**src/rtl/noc_pkg.sv**
```systemverilog
// Shared NoC definitions: arrival directions, out_valid bit
// positions and default packet geometry.
package noc_pkg;

    typedef enum logic [2:0] {
        DIR_LOCAL,
        DIR_EAST,
        DIR_WEST,
        DIR_NORTH,
        DIR_SOUTH
    } dir_e;

    localparam int OV_EAST  = 0;
    localparam int OV_WEST  = 1;
    localparam int OV_NORTH = 2;
    localparam int OV_SOUTH = 3;
    localparam int OV_LOCAL = 4;

    localparam int PKT_W_DEF   = 16;
    localparam int COORD_W_DEF = 4;

endpackage

```
**src/rtl/noc_fifo.sv**
```systemverilog
// Synchronous power-of-two FIFO with show-ahead head and
// occupancy count; caller guards push on full, pop on empty.
module noc_fifo #(
    parameter  int W     = 16,
    parameter  int DEPTH = 4,
    localparam int AW    = $clog2(DEPTH),
    localparam int OW    = AW + 1
) (
    input  logic          clk,
    input  logic          rst_n,
    input  logic          wr_en,
    input  logic [W-1:0]  wr_data,
    input  logic          rd_en,
    output logic [W-1:0]  rd_data,
    output logic [OW-1:0] occupancy,
    output logic          full,
    output logic          empty
);

    localparam logic [OW-1:0] FULL_CNT = OW'(DEPTH);

    logic [W-1:0]  mem [DEPTH];
    logic [AW-1:0] wr_ptr;
    logic [AW-1:0] rd_ptr;

    assign rd_data = mem[rd_ptr];
    assign full    = (occupancy == FULL_CNT);
    assign empty   = (occupancy == '0);

    always_ff @(posedge clk) begin
        if (wr_en) begin
            mem[wr_ptr] <= wr_data;
        end
    end

    always_ff @(posedge clk or negedge rst_n) begin
        if (!rst_n) begin
            wr_ptr    <= '0;
            rd_ptr    <= '0;
            occupancy <= '0;
        end else begin
            if (wr_en) begin
                wr_ptr <= wr_ptr + AW'(1);
            end
            if (rd_en) begin
                rd_ptr <= rd_ptr + AW'(1);
            end
            occupancy <= occupancy + OW'(wr_en) - OW'(rd_en);
        end
    end

endmodule

```
**src/rtl/xy_route_stage.sv**
```systemverilog
// XY routing stage: input FIFO, dimension-order route of the
// head packet, illegal-turn drop, registered output stage.
module xy_route_stage
    import noc_pkg::*;
#(
    parameter  int   PKT_W      = PKT_W_DEF,
    parameter  int   COORD_W    = COORD_W_DEF,
    parameter  int   DEPTH      = 4,
    parameter  dir_e ARRIVE_DIR = DIR_LOCAL,
    localparam int   OW         = $clog2(DEPTH) + 1
) (
    input  logic             clk,
    input  logic             rst_n,
    input  logic [PKT_W-1:0] in_packet,
    input  logic             in_valid,
    output logic             in_ready,
    output logic [PKT_W-1:0] out_packet,
    output logic [4:0]       out_valid,
    input  logic [4:0]       out_ready,
    output logic [OW-1:0]    occupancy,
    output logic             err_pulse,
    output logic [7:0]       err_count
);

    localparam logic signed [COORD_W-1:0] C_ZERO = '0;
    localparam logic signed [COORD_W-1:0] C_ONE  = COORD_W'(1);

    logic [PKT_W-1:0]          head;
    logic                      full;
    logic                      empty;
    logic                      push;
    logic                      pop;
    logic                      hs;
    logic                      can_load;
    logic                      illegal;
    logic signed [COORD_W-1:0] dx;
    logic signed [COORD_W-1:0] dy;
    logic signed [COORD_W-1:0] ndx;
    logic signed [COORD_W-1:0] ndy;
    logic [4:0]                sel;
    logic [PKT_W-1:0]          routed;

    assign in_ready = ~full;
    assign push     = in_valid & ~full;

    noc_fifo #(
        .W     (PKT_W),
        .DEPTH (DEPTH)
    ) u_fifo (
        .clk       (clk),
        .rst_n     (rst_n),
        .wr_en     (push),
        .wr_data   (in_packet),
        .rd_en     (pop),
        .rd_data   (head),
        .occupancy (occupancy),
        .full      (full),
        .empty     (empty)
    );

    assign dx = head[PKT_W-1 -: COORD_W];
    assign dy = head[PKT_W-COORD_W-1 -: COORD_W];

    always_comb begin
        ndx = dx;
        ndy = dy;
        sel = '0;
        unique case (1'b1)
            (dx > C_ZERO): begin
                ndx          = dx - C_ONE;
                sel[OV_EAST] = 1'b1;
            end
            (dx < C_ZERO): begin
                ndx          = dx + C_ONE;
                sel[OV_WEST] = 1'b1;
            end
            (dx == C_ZERO && dy > C_ZERO): begin
                ndy           = dy - C_ONE;
                sel[OV_NORTH] = 1'b1;
            end
            (dx == C_ZERO && dy < C_ZERO): begin
                ndy           = dy + C_ONE;
                sel[OV_SOUTH] = 1'b1;
            end
            (dx == C_ZERO && dy == C_ZERO): begin
                sel[OV_LOCAL] = 1'b1;
            end
        endcase
    end

    assign routed = {ndx, ndy, head[PKT_W-2*COORD_W-1:0]};

    // A packet may not reverse or turn back out of the Y dimension
    always_comb begin
        illegal = 1'b0;
        case (ARRIVE_DIR)
            DIR_WEST:  illegal = (dx > C_ZERO);
            DIR_EAST:  illegal = (dx < C_ZERO);
            DIR_NORTH: illegal = (dx != C_ZERO) || (dy < C_ZERO);
            DIR_SOUTH: illegal = (dx != C_ZERO) || (dy > C_ZERO);
            default:   illegal = 1'b0;
        endcase
    end

    assign hs       = |(out_valid & out_ready);
    assign can_load = ~|out_valid | hs;
    assign pop      = ~empty & (illegal | can_load);

    always_ff @(posedge clk or negedge rst_n) begin
        if (!rst_n) begin
            out_packet <= '0;
            out_valid  <= '0;
            err_pulse  <= 1'b0;
            err_count  <= '0;
        end else begin
            err_pulse <= pop & illegal;
            if (pop && illegal && err_count != 8'hFF) begin
                err_count <= err_count + 8'd1;
            end
            if (pop && !illegal) begin
                out_packet <= routed;
                out_valid  <= sel;
            end else if (hs) begin
                out_valid <= '0;
            end
        end
    end

endmodule

```
**config.mk**
```make
export PLATFORM = sky130hd
export DESIGN_NAME = xy_route_stage
export DESIGN_NICKNAME = d
export VERILOG_FILES = /design/src/rtl/noc_pkg.sv /design/src/rtl/noc_fifo.sv /design/src/rtl/xy_route_stage.sv
export SDC_FILE = /design/constraint.sdc
export NUM_CORES = 1
export LEC_CHECK = 0
export ABC_AREA = 1
export CAP_MARGIN = 20
export CORE_ASPECT_RATIO = 1.75
export CORE_MARGIN = 4
export CORE_UTILIZATION = 34
export DETAILED_ROUTE_END_ITERATION = 10
export DONT_BUFFER_PORTS = 1
export GPL_ROUTABILITY_DRIVEN = 0
export GPL_TIMING_DRIVEN = 0
export PLACE_DENSITY = 0.51
export SLEW_MARGIN = 10
export SYNTH_ARGS = -nofsm -noshare
export SYNTH_HDL_FRONTEND = slang
export SYNTH_HIERARCHICAL = 1
export SYNTH_SLANG_ARGS = --single-unit
```
**constraint.sdc**
```tcl
create_clock -name clk -period 7.5 [get_ports clk]
set_clock_uncertainty 0.2 [all_clocks]
set_input_delay 2.25 -clock clk [delete_from_list [all_inputs] [get_ports clk]]
set_output_delay 2.25 -clock clk [all_outputs]
set_load 0.005 [all_outputs]
```
Word-level counts from Yosys, hierarchy flattened
Memory sizes are Yosys's and may differ from the RTL's.
Cells that the tools add are included.
Storage, ports and cells
  flip-flop bits (word level): 28
  RAM bits: 64
  bits of input ports: 24
  output and inout port bits: 34
  logic and storage cells: 46
  memories kept: 1
Operators by class
  add/subtract/negate cells: 8
  order comparisons: 4
  equality and inequality tests: 1
  muxes and demuxes: 11
  bitwise gates (word level): 6
  reduce and logical (&&, ||, !) cells: 10
Memories
  u_fifo.mem: words 4, bits a word 16, rd ports 1, clocked after Yosys merged registers in 0, wr ports 1, RTL line noc_fifo.sv:22  | logic [W-1:0] mem [DEPTH];
Operators by type and width (number)
  4-bit case mux with 2 select lines: 2
  5-bit 2-to-1 mux: 2
  5-bit OR reduction: 2
  4-bit by 2-bit adder with 4-bit output (second input constant): 2
  4-bit by 1-bit > comparator with 1-bit output (second input constant): 2
  4-bit zero test: 2
  4-bit by 1-bit < comparator with 1-bit output (second input constant): 2
  4-bit by 2-bit subtractor with 4-bit output (second input constant): 2
  1-bit 2-to-1 mux: 7
  5-bit AND: 1
  2-bit by 1-bit adder with 2-bit output (second input constant): 2
  3-bit by 1-bit adder with 3-bit output: 1
  3-bit == test (second input constant): 1
  1-bit logical AND: 3
  3-bit zero test: 1
  3-bit by 1-bit subtractor with 3-bit output: 1
  1-bit AND: 2
  1-bit inverter: 2
  2-bit nonzero test: 1
  1-bit zero test: 1
  1-bit bitwise OR: 1

Logic depth before layout (Yosys ltp)
Gate-level depths: netlist of run 1.
  depth in word-level cells: 5
  gate-level depth with buffers: 19
  gate-level depth less buffers: 17

Hierarchy
The synthesis of run 1 kept the hierarchy.
Modules (own cells, without submodules)
  noc_fifo: times used 1, cells each 297, area an instance 3135.5 um^2, sequential area each 2097.0 um^2
  xy_route_stage: times used 1, cells each 170, area an instance 1310.0 um^2, sequential area each 525.5 um^2

Worst setup path before layout of run 1
No wires, ideal clock.
  kind: input-to-reg
  start point: in out_ready[1]
  end point: reg u_fifo.occupancy[2]
  setup time: 0.117 ns
  arrival: 3.811 ns
  required time: 7.183 ns
  path slack: 3.373 ns
  stages: 12
  buffers on the path: 0
  path through: nand2_1 nand3_2 nor2_4 a21oi_2 ha_1 inv_1 ha_1 fa_1 inv_1 nand2_1 nand3_1 nand2_1
On the way
  longest elaborated chain between the ends: 5
Ends and longest elaborated chain
  start: declaration: RTL line xy_route_stage.sv:19  | input logic [4:0] out_ready,
  5-bit AND: RTL line xy_route_stage.sv:105  | assign hs = |(out_valid & out_ready);
  5-bit OR reduction: RTL line xy_route_stage.sv:105
  1-bit bitwise OR: RTL line xy_route_stage.sv:106  | assign can_load = ~|out_valid | hs;
  1-bit AND: RTL line xy_route_stage.sv:107  | assign pop = ~empty & (illegal | can_load);
  named net pop: RTL line xy_route_stage.sv:32  | logic pop;
  3-bit by 1-bit subtractor with 3-bit output: RTL line noc_fifo.sv:48  | occupancy <= occupancy + OW'(wr_en) - OW'(rd_en);
  end signal: assignment: RTL line noc_fifo.sv:48
  end: declaration: RTL line noc_fifo.sv:15  | output logic [OW-1:0] occupancy,
The timed path passes the listed nets, and every way through them passes these cells.
A chain may end at the register's enable or synchronous reset.

Final worst setup path of run 1
Same ends and word-level chain as after synthesis.

==> results.py, run 1 <==
metrics = {
    "drt": {
        "first_iter_violations": 126,
        "drtAntennaViolNets": 0,
        "wire_per_inst_um": 13.9,
        "met2WireLength_um": 5060,
        "top_layer": "met4",
        "via_count": 2903,
        "via_per_inst": 4.39,
        "drc_errors": 0,
        "dr.pass1.iters": 5,
        "drt_wl_total_um": 9230,
        "wl_met1_um": 3430,
        "met3_length_um": 554,
    },
    "worst_hold_path": {
        "hp-class": "reg2reg",
    },
    "worst_setup_path": {
        "crit_chain": "nand2_1, nand3_2, nor2_4, a21oi_2, ha_1, inv_1, ha_1, fa_1, inv_1, nand2_1, nand3_1, nand2_1",
        "cp_max_fo": 8,
        "start_kind": "input pin",
        "cp_slowest_cell": "fa_1",
        "cp.required_ps": 7540,
        "critPathMaxStageDelay_ps": 390,
        "crit_type": "in2reg",
        "arrival_ps": 4050,
        "crit_path_frequent_cell": "nand2_1",
        "end_kind": "flop",
    },
    "yosys": {
        "netlist_instances": 467,
        "synth.area.top_cells": "edfxtp_1 (43%), dfrtp_1 (16%), nand2_1 (13%)",
        "synthMostInstantiatedCell": "nand2_1",
        "netlist.area_leader.share_pct": 43.2,
        "synth.yosys.seq_area_share_pct": 59.0,
        "synth_ff_type": "edfxtp_1",
        "ys_types": 28,
        "yosys-top-cells-count": "nand2_1 (157), inv_1 (89), edfxtp_1 (64)",
        "yosys.area.top_type": "edfxtp_1",
        "syn_area_mm2": 0.00445,
        "ys_ff_latch": 92,
        "syn_area_per_cell_um2": 9.52,
        "synth_edf_count": 64,
        "synth-async-reset-ratio_pct": 30.4,
        "synth_warnings": 6,
    },
    "final_layout": {
        "diodes": 0,
        "final_nets": 524,
        "area_delta_synth_final_pct": 11.9,
        "layout-drive-gt1-share_pct": 9.57,
    },
    "clocking": {
        "cts_setup_buffers": 0,
        "cts_hold_buf": 0,
        "htree_levels": 3,
        "root_buffer": "clkbuf_16",
        "cts_tree": "yes",
        "cts_num_sinks": 92,
        "post_cts_resized": 0,
        "clk_latency_ps": 340,
        "cts_buffers": 9,
        "clkTransAtPathRegs_ps": 70,
        "clock_path_buffers": 2,
    },
    "die": {
        "rows": 55,
        "die_area_mm2": 0.0150,
        "ios": 58,
        "die_w_um": 94.4,
        "die_h_um": 159,
        "core_area_mm2": 0.0129,
        "initial_utilization_pct": 34.5,
    },
    "power_and_ir_drop": {
        "ir_drop_mv": 0.136,
        "finalPower_mw": 2.25,
        "cellPowerDensity_mw_per_mm2": 453,
        "p_leak_nw": 2.44,
    },
    "placement": {
        "dp_hpwl_um": 6690,
        "port-buffer-count": 0,
        "place_ws_ps": 3120,
    },
    "timing": {
        "final-hold-violation-count": 0,
        "fin_tns_setup_ps": 0,
        "finalSetupViolations": 0,
        "fin_ws_ps": 3490,
        "report.final.slew_viol_count": 0,
        "slew_headroom_pct": 46.3,
        "min_period_ps": 4010,
        "fin_crit_sh_pct": 53.5,
        "tightest_slew_ps": 799,
        "rsz0062_at_grt": "false",
        "whs_ps": 300,
        "fmax_ghz": 0.249,
    },
    "global_route": {
        "grt_max_degree": 29,
        "grt_overflow": 0,
        "antenna_found_initial": 0,
        "track_usage_pct": 13.0,
        "grt_pass1_wl_um": 14800,
        "grt_pass1_vias": 2922,
    },
    "run_status": {
        "status": "completed",
    },
    "run": {
        "cap_violations": 0,
    },
}
==> final timing paths <==
| check | from | end | slack, ps | depth (start not counted) |
|---|---|---|---|---|
| min | out_packet[5] | out_packet[5] | 300 | 2 |
| max reg2reg | u_fifo/rd_ptr[0] | out_packet[11] | 4530 | 17 |
| min in group asynchronous | rst_n | u_fifo/occupancy[2] | 1390 | 0 |
| min reg2reg | out_packet[5] | out_packet[5] | 300 | 2 |
| max | out_ready[1] | u_fifo/occupancy[2] | 3490 | 12 |
| max in group asynchronous | rst_n | out_packet[12] | 5620 | 0 |
==> registers in the layout, summed over array words and instances (netlist names) <==
name and count:
u_fifo/mem 64, out_packet 16, out_valid 5, u_fifo/occupancy 3, u_fifo/rd_ptr 2, u_fifo/wr_ptr 2
==> cell usage in the layout (no fill, tap or decap), types with 4 or more instances in the layout <==
cell | synthesis | final
nand2_1 | 157 | 157
inv_1 | 89 | 89
edfxtp_1 | 64 | 64
nand3_1 | 53 | 53
dfrtp_1 | 28 | 28
buf_4 | 13 | 13
nor2_1 | 11 | 11
ha_1 | 11 | 11
conb_1 | 1 | 9
clkbuf_16 | 0 | 9
buf_6 | 6 | 6
o211ai_1 | 4 | 4
o21ai_0 | 4 | 4
xor2_1 | 4 | 4
==> per-layer routing <==
layer  vias up  GRT usage, %
met5         -             0
li1       1472             -
met2        61          23.4
met4         0          6.05
met1      1361          13.6
met3         9          3.59
==> per-stage QoR <==
step	std cells	util, %	area, µm²
3_3_place_gp	646	36.4	4690
6_report	662	38.7	4970
4_1_cts	662	38.7	4970
3_5_place_dp	646	36.4	4690
2_1_floorplan	475	-	4480
5_1_grt	662	38.7	4970
==> logic make-up (layout without fill, tap and decap cells) <==
group | count (synthesis) | in the layout | synth area share (%)
other | 1 | 9 | 0.0844
flip-flops | 92 | 92 | 59.0
AND/OR/NAND/NOR | 230 | 230 | 21.9
XOR/XNOR | 4 | 4 | 0.788
adder cells (fa/ha/maj) | 14 | 14 | 4.45
buffers and inverters | 115 | 131 | 12.2
AO/OA/AOI/OAI | 11 | 11 | 1.55
==> where the power goes <==
group | switching (mW) | total, mW | internal [mW]
Clock | 0.205 | 0.435 | 0.231
Sequential | 0.0825 | 0.790 | 0.707
Combinational | 0.668 | 1.03 | 0.360
==> worst max-delay path: cells and delay by family <==
family	cells	cell delay [ps]
buffers and inverters	2	110
AO/OA/AOI/OAI	1	200
adder cells (fa/ha/maj)	3	930
AND/OR/NAND/NOR	6	560
==> cell type report <==
class / count / area (µm²)
fill: 1301 / 7890
sequential: 92 / 2620
multi-input combinational: 268 / 1310
inverter: 92 / 348
clock buffer: 9 / 225
tap: 171 / 214
buffer: 23 / 195
clock inverter: 7 / 60.1
No activity file was read; power rests on OpenSTA's default activity.
==> inputs of run 2 (changes only) <==
- PLACE_DENSITY: 0.51 -> 0.53
- clock period: 7.5 -> 3.54 ns (I/O delays scaled with it)
==> results.py, run 2 (synthesis results as in run 1) <==
metrics = {
    "die": {
        "core_area_mm2": 0.0129,
        "initial_utilization_pct": 34.5,
        "ios": 58,
        "die_area_mm2": 0.0150,
        "die_w_um": 94.4,
        "die_h_um": 159,
        "rows": 55,
    },
    "final_layout": {
        "largestRegisters": "u_fifo/mem (64), out_packet (16), out_valid (5)",
        "final_common_cell": "nand2_1",
        "final-instance-count-excl-fill": 662,
        "area_delta_synth_final_pct": 11.8,
        "largest_reg_flops": 64,
        "layout-drive-gt1-share_pct": 9.57,
        "largest_register": "u_fifo/mem",
        "final_nets": 524,
        "diodes": 0,
        "final_cell_mix": "nand2_1 (157), inv_1 (89), edfxtp_1 (64)",
    },
    "clocking": {
        "cts_buffers": 9,
        "cts_setup_buffers": 0,
        "clkTransAtPathRegs_ps": 70,
        "clk_latency_ps": 340,
        "post_cts_resized": 0,
        "clock_path_buffers": 2,
        "cts_hold_buf": 0,
        "cts_num_sinks": 92,
        "htree_levels": 3,
        "cts_tree": "yes",
        "root_buffer": "clkbuf_16",
    },
    "worst_setup_path": {
        "cp_top_family": "simple AND/OR/NAND/NOR gates",
        "critPathMaxStageDelay_ps": 370,
        "crit_type": "reg2reg",
        "cp_max_fo": 10,
        "cp.required_ps": 3620,
        "start_kind": "flop",
        "crit_buf_inv": 5,
        "crit_path_frequent_cell": "nand2_1",
        "end_kind": "flop",
        "arrival_ps": 3050,
        "cp_slowest_cell": "dfrtp_1",
        "crit_chain": "buf_6, inv_4, buf_6, nand2_1, nand3_1, nand2_1, inv_1, ha_1, nand2_1, nor2_1, inv_1, ha_1, a21oi_1, nand2_1, o21ai_0, nand2_1, nand2_1",
    },
    "placement": {
        "dp_hpwl_um": 6650,
        "place_ws_ps": 374,
        "dp.cells": 646,
        "port-buffer-count": 0,
    },
    "global_route": {
        "antenna_found_initial": 0,
        "grt_max_degree": 29,
        "grt_pass1_vias": 2756,
        "grt_overflow": 0,
        "grt_pass1_wl_um": 14200,
        "track_usage_pct": 12.6,
    },
    "timing": {
        "fmax_ghz": 0.337,
        "tightest_slew_ps": 783,
        "final-hold-violation-count": 0,
        "finalSetupViolations": 0,
        "fin_ws_ps": 573,
        "fin_tns_setup_ps": 0,
        "slew_headroom_pct": 47.7,
        "rsz0062_at_grt": "false",
        "report.final.slew_viol_count": 0,
        "min_period_ps": 2970,
        "fin_crit_sh_pct": 83.8,
    },
    "drt": {
        "via_per_inst": 4.33,
        "wire_per_inst_um": 13.7,
        "drc_errors": 0,
        "via_count": 2868,
        "drtAntennaViolNets": 0,
        "drt_wl_total_um": 9060,
        "first_iter_violations": 97,
        "dr.pass1.iters": 4,
    },
    "worst_hold_path": {
        "hp-class": "in2async",
    },
    "run": {
        "cap_violations": 0,
    },
    "run_status": {
        "status": "completed",
    },
    "power_and_ir_drop": {
        "ir_drop_mv": 0.255,
        "p_leak_nw": 2.43,
        "cellPowerDensity_mw_per_mm2": 948,
    },
}
[run 2: changes by cell type in the layout (fill, tap and decap cells not counted)]
cell,change
inv_8,-1
inv_6,+1
[run 2: worst paths after layout]
| kind | startpoint | endpoint | slack (ps) | cells after the start |
|---|---|---|---|---|
| worst max register to register | u_fifo/rd_ptr[0] | out_packet[11] | 570 | 17 |
| worst min register to register | out_packet[6] | out_packet[6] | 300 | 2 |
| max in group asynchronous | rst_n | out_valid[4] | 2850 | 0 |
| min in group clk | out_packet[6] | out_packet[6] | 300 | 2 |
| worst max-delay path | u_fifo/rd_ptr[0] | out_packet[11] | 570 | 17 |
| worst min-delay path | rst_n | u_fifo/occupancy[1] | 210 | 0 |
[run 2: worst reg2reg max path: stages (launching register included)]
cell and delay [ps]:
dfrtp_1 370, buf_6 140, inv_4 90, buf_6 150, nand2_1 60, nand3_1 60
nand2_1 140, inv_1 200, ha_1 170, nand2_1 150, nor2_1 180, inv_1 110
ha_1 330, a21oi_1 160, nand2_1 60, o21ai_0 180, nand2_1 80, nand2_1 80
[run 2: routing by layer]
layer,track usage (%),share of wire (%),vias to the layer above
met5,0,0,-
met4,5.72,2.3,0
met3,3.69,7.0,14
met2,22.6,53,79
met1,13.1,37,1303
li1,-,-,1472
[run 2: final cells by class]
cell class              instances  area, µm²
multi-input cells             268       1310
fillers                      1287       7900
clock inverters                 7       57.6
well taps                     171        214
inverters                      92        348
clock buffers                   9        225
flip-flops and latches         92       2620
plain buffers                  23        195
[run 2: power breakdown]
| group | internal [mW] | leakage (nW) | switching [mW] |
|---|---|---|---|
| Sequential | 1.50 | 0.930 | 0.174 |
| Clock | 0.485 | 0.136 | 0.414 |
| Combinational | 0.758 | 1.37 | 1.38 |
[run 2: through the flow]
| step | utilization (%) | power, mW | hold WS, ps | cell area (µm²) |
|---|---|---|---|---|
| 6_report | 38.6 | 4.71 | 210 | 4970 |
| 5_1_grt | 38.6 | 5.17 | 190 | 4970 |
| 4_1_cts | 38.6 | 4.80 | 193 | 4970 |
| 3_5_place_dp | 36.4 | 3.88 | 289 | 4690 |
| 3_3_place_gp | 36.4 | 3.82 | 287 | 4690 |
| 2_1_floorplan | - | 3.32 | 265 | 4480 |
==> inputs of run 3 (changes only) <==
- clock period: 3.54 -> 2.6 ns (I/O delays scaled with it)
==> results.py, run 3 (synthesis results as in run 1) <==
metrics = {
    "power_and_ir_drop": {
        "p_leak_nw": 2.53,
        "cellPowerDensity_mw_per_mm2": 1320,
        "ir_drop_mv": 0.452,
    },
    "timing": {
        "slew_headroom_pct": 47.7,
        "fmax_ghz": 0.401,
        "tightest_slew_ps": 783,
        "min_period_ps": 2490,
        "report.final.slew_viol_count": 0,
        "finalSetupViolations": 0,
        "final-hold-violation-count": 0,
        "whs_ps": 58.7,
        "fin_crit_sh_pct": 95.9,
    },
    "clocking": {
        "clkTransAtPathRegs_ps": 70,
        "root_buffer": "clkbuf_16",
        "cts_tree": "yes",
        "htree_levels": 3,
        "clk_latency_ps": 330,
        "cts_buffers": 9,
        "clock_path_buffers": 2,
        "cts_num_sinks": 92,
    },
    "final_layout": {
        "final_cell_mix": "nand2_1 (150), inv_1 (87), edfxtp_1 (64)",
        "diodes": 0,
        "layout-drive-gt1-share_pct": 14.5,
        "largest_reg_flops": 64,
        "final_nets": 535,
        "finish.utilization_pct": 40.4,
        "largest_register": "u_fifo/mem",
        "area_delta_synth_final_pct": 16.8,
        "final_common_cell": "nand2_1",
        "largestRegisters": "u_fifo/mem (64), out_packet (16), out_valid (5)",
    },
    "drt": {
        "via_per_inst": 4.35,
        "via_count": 2925,
        "drc_errors": 0,
        "dr.pass1.iters": 4,
        "wire_per_inst_um": 14.0,
        "first_iter_violations": 106,
        "drt_wl_total_um": 9410,
        "drtAntennaViolNets": 0,
    },
    "die": {
        "ios": 58,
        "die_w_um": 94.4,
        "initial_utilization_pct": 34.5,
        "die_h_um": 159,
        "rows": 55,
        "core_area_mm2": 0.0129,
        "die_area_mm2": 0.0150,
    },
    "placement": {
        "port-buffer-count": 0,
        "dp_hpwl_um": 6770,
    },
    "worst_hold_path": {
        "hp-class": "in2async",
    },
    "run_status": {
        "status": "completed",
    },
    "global_route": {
        "grt_pass1_wl_um": 14600,
        "grt_overflow": 0,
        "track_usage_pct": 12.8,
        "grt_pass1_vias": 2869,
        "antenna_found_initial": 0,
        "grt_max_degree": 29,
    },
    "worst_setup_path": {
        "end_kind": "flop",
        "start_kind": "flop",
        "arrival_ps": 2570,
        "cp.required_ps": 2680,
        "crit_type": "reg2reg",
        "cp_max_fo": 8,
    },
    "run": {
        "cap_violations": 0,
    },
}
## run 3: changes by cell type in the layout (fill, tap and decap cells not counted), moves of 2 or more
cell,previous run,this run
buf_4,13,20
nand2_1,157,150
nand2_2,1,6
buf_8,1,4
fa_1,3,1
fa_2,0,2
ha_1,11,9
inv_1,89,87
inv_8,1,3
nand2_4,2,4
## run 3: layout make-up
class,count,area [µm²]
Tap cell,171,214
Timing Repair Buffer,11,113
Fill cell,1244,7670
Clock inverter,7,58.8
Clock buffer,9,225
Multi-Input combinational cell,268,1380
Sequential cell,92,2620
Buffer,23,216
Inverter,92,360
## run 3: final timing paths
kind	from	slack, ps	cells after the start	endpoint
setup / recovery	u_fifo/rd_ptr[0]	110	16	out_packet[9]
hold / removal	rst_n	60	1	out_packet[2]
setup reg to reg	u_fifo/rd_ptr[0]	110	16	out_packet[9]
hold reg to reg	out_packet[11]	310	2	out_packet[11]
max in group asynchronous	rst_n	1980	1	out_packet[12]
min in group clk	out_packet[11]	310	2	out_packet[11]
## run 3: power breakdown
part | leakage, nW | switching (mW) | total, mW | internal (mW)
clock network | 0.134 | 0.561 | 1.22 | 0.663
logic | 1.46 | 2.03 | 3.31 | 1.28
registers | 0.930 | 0.260 | 2.30 | 2.04
## run 3: layer usage
layer | share of wire [%] | routed length (µm) | GRT usage, %
met5 | 0 | 0 | 0
met4 | 1.6 | 148 | 4.87
met3 | 6.3 | 591 | 3.12
met2 | 57 | 5390 | 24.9
met1 | 35 | 3270 | 12.4
## run 3: what timing repair did
action / 4_1_cts / 5_1_grt
setup endpoints to repair: 5 / 4
cloned: 0 / 1
setup buffers: 2 / 7
hold buffers: 1 / 0
pin swaps: 2 / 3
endpoints found under the hold margin: 28 / 0
resized for setup: 9 / 14
## run 3: metrics by stage
| step | total power, mW | TNS (ps) | instance area, µm² | std cells | setup WS [ps] |
|---|---|---|---|---|---|
| 6_report | 6.83 | 0 | 5190 | 673 | 106 |
| 5_1_grt | 7.43 | -11.5 | 5190 | 673 | -7.31 |
| 4_1_cts | 6.69 | -1.44 | 5060 | 665 | -1.44 |
| 3_5_place_dp | 5.35 | -1300 | 4720 | 646 | -334 |
| 3_3_place_gp | 5.24 | -1110 | 4720 | 646 | -308 |
| 2_1_floorplan | 4.56 | -22.1 | 4510 | 475 | -22.1 |
## run 3: worst max-delay path, stage by stage, from the launching register on
cell	delay, ps
dfrtp_1	370
buf_6	150
inv_8	80
buf_8	120
nand2_1	50
nand3_1	80
nand2_2	90
inv_1	70
ha_1	160
nand2_2	90
nor2_4	130
inv_2	70
fa_2	510
nand3_1	70
nand2_1	70
nand3_1	60
nand2_1	60
